File: src/rtl/rr_arbiter8_if.sv
// Request/grant bundle between the eight clients and the round-robin arbiter.
// The arbiter connects through the slave modport; the requester side uses master.
interface rr_arbiter8_if;
  logic [7:0] req;
  logic [7:0] gnt;
  logic [2:0] gnt_idx;
  logic       gnt_valid;
  logic       timeout;

  modport master (
    output req,
    input  gnt,
    input  gnt_idx,
    input  gnt_valid,
    input  timeout
  );

  modport slave (
    input  req,
    output gnt,
    output gnt_idx,
    output gnt_valid,
    output timeout
  );
endinterface

File: src/rtl/rr_arbiter8.sv
// 8-way round-robin arbiter with registered one-hot grant and binary index.
// Define ARB_TIMEOUT_EN to add forced release after MAX_HOLD cycles plus a re-request mask.
module rr_arbiter8 #(
  parameter int PTR_RST  = 0,
  parameter int MAX_HOLD = 16
) (
  input  logic         clk,
  input  logic         rst_n,
  rr_arbiter8_if.slave bus
);

  typedef enum logic {IDLE, GRANT} state_t;

  if (PTR_RST < 0 || PTR_RST > 7 || MAX_HOLD < 2 || MAX_HOLD > 255) begin : g_param_check
    $error("rr_arbiter8: PTR_RST or MAX_HOLD out of range");
  end

  state_t     state_reg, state_next;
  logic [2:0] ptr_reg, ptr_next;
  logic [7:0] gnt_reg, gnt_next;
  logic [2:0] idx_reg, idx_next;
  logic       timeout_reg, timeout_next;

  logic       holder_req;
  logic       forced;
  logic       new_grant;
  logic [7:0] mask;
  logic [7:0] elig;
  logic [2:0] search_start;
  logic [7:0] rot;
  logic       found;
  logic [2:0] offset;
  logic [2:0] win;

  assign holder_req = bus.req[idx_reg];

  // The current holder never competes in its own handoff search; that matters
  // only for a forced release, where its request is still high.
  assign elig         = bus.req & ~mask & ((state_reg == GRANT) ? ~gnt_reg : 8'hFF);
  assign search_start = (state_reg == GRANT) ? idx_reg + 3'd1 : ptr_reg;

  for (genvar gi = 0; gi < 8; gi++) begin : g_rot
    assign rot[gi] = elig[search_start + 3'(gi)];
  end

  always_comb begin
    found  = 1'b0;
    offset = 3'd0;
    for (int k = 7; k >= 0; k--) begin
      if (rot[k]) begin
        found  = 1'b1;
        offset = 3'(k);
      end
    end
  end

  assign win = search_start + offset;

  always_comb begin
    state_next   = state_reg;
    ptr_next     = ptr_reg;
    gnt_next     = gnt_reg;
    idx_next     = idx_reg;
    timeout_next = forced;
    new_grant    = 1'b0;
    case (state_reg)
      IDLE: begin
        if (found) begin
          state_next = GRANT;
          gnt_next   = 8'b1 << win;
          idx_next   = win;
          new_grant  = 1'b1;
        end else begin
          gnt_next = 8'h00;
          idx_next = 3'd0;
        end
      end
      GRANT: begin
        if (!holder_req || forced) begin
          ptr_next = idx_reg + 3'd1;
          if (found) begin
            gnt_next  = 8'b1 << win;
            idx_next  = win;
            new_grant = 1'b1;
          end else begin
            state_next = IDLE;
            gnt_next   = 8'h00;
            idx_next   = 3'd0;
          end
        end
      end
      default: begin
        state_next = IDLE;
        gnt_next   = 8'h00;
        idx_next   = 3'd0;
      end
    endcase
  end

`ifdef ARB_TIMEOUT_EN
  logic [7:0] hold_cnt_reg, hold_cnt_next;
  logic [7:0] mask_reg, mask_next;

  assign forced = (state_reg == GRANT) && holder_req && (hold_cnt_reg == 8'(MAX_HOLD - 1));
  assign mask   = mask_reg;

  always_comb begin
    hold_cnt_next = hold_cnt_reg + 8'd1;
    if (new_grant || state_next == IDLE) begin
      hold_cnt_next = 8'd0;
    end
    // A masked requester becomes eligible again once it has been seen idle.
    mask_next = (mask_reg & bus.req) | (forced ? gnt_reg : 8'h00);
  end

  always_ff @(posedge clk or negedge rst_n) begin
    if (!rst_n) begin
      hold_cnt_reg <= 8'd0;
      mask_reg     <= 8'h00;
    end else begin
      hold_cnt_reg <= hold_cnt_next;
      mask_reg     <= mask_next;
    end
  end
`else
  assign forced = 1'b0;
  assign mask   = 8'h00;
`endif

  always_ff @(posedge clk or negedge rst_n) begin
    if (!rst_n) begin
      state_reg   <= IDLE;
      ptr_reg     <= 3'(PTR_RST);
      gnt_reg     <= 8'h00;
      idx_reg     <= 3'd0;
      timeout_reg <= 1'b0;
    end else begin
      state_reg   <= state_next;
      ptr_reg     <= ptr_next;
      gnt_reg     <= gnt_next;
      idx_reg     <= idx_next;
      timeout_reg <= timeout_next;
    end
  end

  assign bus.gnt       = gnt_reg;
  assign bus.gnt_idx   = idx_reg;
  assign bus.gnt_valid = |gnt_reg;
  assign bus.timeout   = timeout_reg;

endmodule

File: src/flat_wrapper.sv
// flat-port wrapper written by rule: the top's interface ports become plain ports
module rr_arbiter8_flat 
#(
  parameter int PTR_RST  = 0,
  parameter int MAX_HOLD = 16
)
  (clk, rst_n, bus_req, bus_gnt, bus_gnt_idx, bus_gnt_valid, bus_timeout);
  rr_arbiter8_if bus_i ();
  input  logic clk;
  input  logic rst_n;
  input wire logic [$bits(bus_i.req)-1:0] bus_req;
  output wire logic [$bits(bus_i.gnt)-1:0] bus_gnt;
  output wire logic [$bits(bus_i.gnt_idx)-1:0] bus_gnt_idx;
  output wire logic [$bits(bus_i.gnt_valid)-1:0] bus_gnt_valid;
  output wire logic [$bits(bus_i.timeout)-1:0] bus_timeout;
  assign bus_i.req = bus_req;
  assign bus_gnt = bus_i.gnt;
  assign bus_gnt_idx = bus_i.gnt_idx;
  assign bus_gnt_valid = bus_i.gnt_valid;
  assign bus_timeout = bus_i.timeout;
  rr_arbiter8 #(.PTR_RST(PTR_RST), .MAX_HOLD(MAX_HOLD)) u_core (.clk(clk), .rst_n(rst_n), .bus(bus_i));
endmodule
File: config.mk
export PLATFORM = sky130hd
export DESIGN_NAME = rr_arbiter8_flat
export DESIGN_NICKNAME = d
export VERILOG_FILES = /design/src/rtl/rr_arbiter8_if.sv /design/src/rtl/rr_arbiter8.sv /design/src/flat_wrapper.sv
export SDC_FILE = /design/constraint.sdc
export NUM_CORES = 1
export LEC_CHECK = 0
export BUFFER_PORTS_ARGS = -buffer_cell sky130_fd_sc_hd__buf_2
export CAP_MARGIN = 40
export CORE_MARGIN = 8
export CORE_UTILIZATION = 51
export DETAILED_ROUTE_END_ITERATION = 8
export GPL_ROUTABILITY_DRIVEN = 0
export GPL_TIMING_DRIVEN = 1
export MAX_ROUTING_LAYER = met4
export PLACE_DENSITY_LB_ADDON = 0.1
export SYNTH_ARGS = -nofsm -noshare
export SYNTH_HDL_FRONTEND = slang
export SYNTH_SLANG_ARGS = --single-unit
File: constraint.sdc
create_clock -name clk -period 3.75 [get_ports clk]
set_input_delay 0.5625 -clock clk [delete_from_list [all_inputs] [get_ports clk]]
set_output_delay 0.5625 -clock clk [all_outputs]
set_load 0.03 [all_outputs]
==> reports/results.txt <==
Area Growth Syn to Fin - 24.0%
Post-Syn Area per Cell - 9.14 µm²
CP endpoint kind - flip-flop
YS warnings - 0
first-pass GRT wire length - 7200 µm
FILL cells - 252
Synth cell types - 50
grt ovf - 0
FF+latch count, synth - 15
Post-Synthesis Cells - 172
Data required, critical path - 3.94 ns
dpl hpwl - 3430 µm
fraction of layout cells with a size suffix above 1 - 0.454
largest net degree at the start of global routing - 22
Place WS - 0.00297 ns
Root Buffer - clkbuf_4
vias in the first global route - 1465
row count - 20
Setup-failing EPs final - 0
Clk pin slew, worst setup/hold paths - 0.10 ns
most frequent cells in the layout - 22 x nand2_1, 22 x buf_2, 12 x buf_4, 12 x dfrtp_1, 11 x mux2i_1
fin area - 1950 µm²
routed via count - 1469
clk sink count - 15
H-tree Lvls - 1
RSZ-0062 raised after global routing - true
core box area - 3000 µm²
Hold WC Path Type - in2async
DRC Markers - 0
worst setup margin - 0.117 ns
WL/cell - 18.5 µm
TritonCTS clock tree - yes
R2R depth - 15
# placed instances - 228
post-synthesis net count - 187
final antenna-violating net count - 0
Vias/cell - 6.17
Reg-to-Reg Start - u_core.bus.gnt_idx[1]$_DFFE_PN0P_
DR pass1 iterations - 4
slew margin rel. - 0.525
initial antenna violation count - 0
Die ar. - 5110 µm²
die height - 71.5 µm
Diodes inserted - 0
ratio of final minimum period to clock period - 0.969
GRT Util Overall - 0.178
number of flip-flops in the largest register - 8
Max Freq - 275 MHz
clk_skew - 0.0112 ns
io pins - 23
Non-Filler Instances - 238
Crit Reg-Reg Endpoint - u_core.bus.gnt[2]$_DFFE_PN0P_
critical path class - reg2reg
worst-margin pin slew - 0.710 ns
maxcap violations - 0
post-synthesis cell area - 1570 µm²
crit path launch type - flip-flop
clk buf depth - 2
fin util - 0.649
Clk Latency, worst-skew pair - 0.30 ns
Hold-fix buffers, CTS - 0
port bufs - 21
fin crit period - 3.63 ns
final max-slew violation count - 0
DR iter-0 viols - 156
sequential share of the synthesized area - 0.239
die width - 71.5 µm
final WL - 4400 µm
# nets final - 221
initial core utilization - 0.523
Hold Vio Cnt, Final - 0
critical path arrival - 3.82 ns
status - finished, final reports clean
Worst Path Max Fanout - 4
Placed Area - 1770 µm²
FF-to-FF setup slack - 0.12 ns
cts bufs inserted - 3
## worst max path at each step
stage / end / startpoint / slack, ns
after floorplan: u_core.bus.gnt[4]$_DFFE_PN0P_ / u_core.bus.gnt_idx[0]$_DFFE_PN0P_ / 0.003
after global placement: u_core.bus.gnt[2]$_DFFE_PN0P_ / u_core.state_reg$_DFF_PN0_ / 0.13
after detailed placement: u_core.bus.gnt[4]$_DFFE_PN0P_ / u_core.bus.gnt_idx[1]$_DFFE_PN0P_ / 0.003
after CTS: u_core.bus.gnt[4]$_DFFE_PN0P_ / u_core.state_reg$_DFF_PN0_ / 0.005
after global routing: u_core.bus.gnt[0]$_DFFE_PN0P_ / u_core.state_reg$_DFF_PN0_ / -0.07
final: u_core.bus.gnt[2]$_DFFE_PN0P_ / u_core.bus.gnt_idx[1]$_DFFE_PN0P_ / 0.12
## layout make-up
| type | count | area (µm²) | share of cell area |
|---|---|---|---|
| Sequential cell | 15 | 379 | 0.195 |
| Multi-Input combinational cell | 139 | 1230 | 0.629 |
| Timing Repair Buffer | 37 | 234 | 0.120 |
| Inverter | 10 | 37.5 | 0.0193 |
| Clock buffer | 3 | 22.5 | 0.0116 |
| Clock inverter | 1 | 7.51 | 0.00385 |
| Tap cell | 33 | 41.3 | 0.0212 |
## per-layer routing
layer  GRT usage  vias to the layer above  part of all wire
met2       0.289                       36              0.51
met3      0.0307                       10             0.027
met5           -                        -                 0
met1       0.220                      722              0.44
met4      0.0544                        0             0.020
li1            -                      701                 -
## critical path, cell delays in order (launching register included)
cell	delay [ns]
dfrtp_2	0.44
ha_4	0.28
mux2i_4	0.08
ha_4	0.29
mux4_2	0.56
nand2_2	0.12
o221ai_1	0.15
a22o_1	0.23
a21oi_2	0.12
ha_1	0.15
inv_1	0.05
fa_2	0.38
xnor2_2	0.19
nor2_1	0.07
a31oi_2	0.28
o21ai_1	0.12
## timing repair
item,in CTS,in global routing
hold endpoints to repair,0,0
gates resized for setup,1,26
cloned,0,1
pin swaps,0,1
endpoints found under the setup margin,4,9
buffers inserted,0,5
## Yosys cell counts, drive strengths merged
cell type / number / area (µm²)
dfrtp: 15 / 375
nor2b: 2 / 12.5
mux2: 7 / 78.8
o31ai: 1 / 7.51
nor2: 6 / 22.5
o311ai: 1 / 8.76
nor3: 2 / 15.0
a221o: 1 / 10.0
ha: 4 / 50.1
a22o: 3 / 26.3
and2: 2 / 15.0
o22ai: 1 / 6.26
a311oi: 1 / 8.76
fa: 1 / 20.0
mux4: 4 / 90.1
buf: 7 / 51.3
a21oi: 4 / 23.8
nand3b: 2 / 15.0
mux2i: 16 / 185
nand3: 6 / 30.0
o21ai: 13 / 65.1
clkbuf: 1 / 3.75
o221ai: 6 / 52.6
xor2: 1 / 8.76
nor4: 2 / 12.5
xnor2: 5 / 43.8
a21boi: 6 / 45.1
a211oi: 2 / 20.0
nand2b: 2 / 12.5
o211ai: 1 / 12.5
nand2: 26 / 97.6
a31oi: 4 / 52.6
o21a: 2 / 15.0
a311o: 1 / 10.0
a21bo: 2 / 20.0
or3: 1 / 6.26
inv: 10 / 37.5
conb: 1 / 3.75
## cells by family after synthesis
| family | count (synthesis) | share of synthesized area |
|---|---|---|
| DFF | 15 | 0.239 |
| AOI/OAI and AO/OA | 49 | 0.244 |
| muxes | 27 | 0.225 |
| buffers and inverters | 18 | 0.0589 |
| and+or+nand+nor | 51 | 0.152 |
| xor gates and xnor gates | 6 | 0.0334 |
| adders and majority gates | 5 | 0.0446 |
| other | 1 | 0.00239 |
## stage by stage
stage,TNS (ns),hold slack (ns)
6_report,0,0.145
5_1_grt,-0.216,0.168
4_1_cts,0,0.158
3_5_place_dp,0,0.483
3_3_place_gp,0,0.476
2_1_floorplan,0,0.267
Power is left out: the tool's default activity adds up to more than one toggle a clock period on the data nets, which glitch-free logic cannot reach.
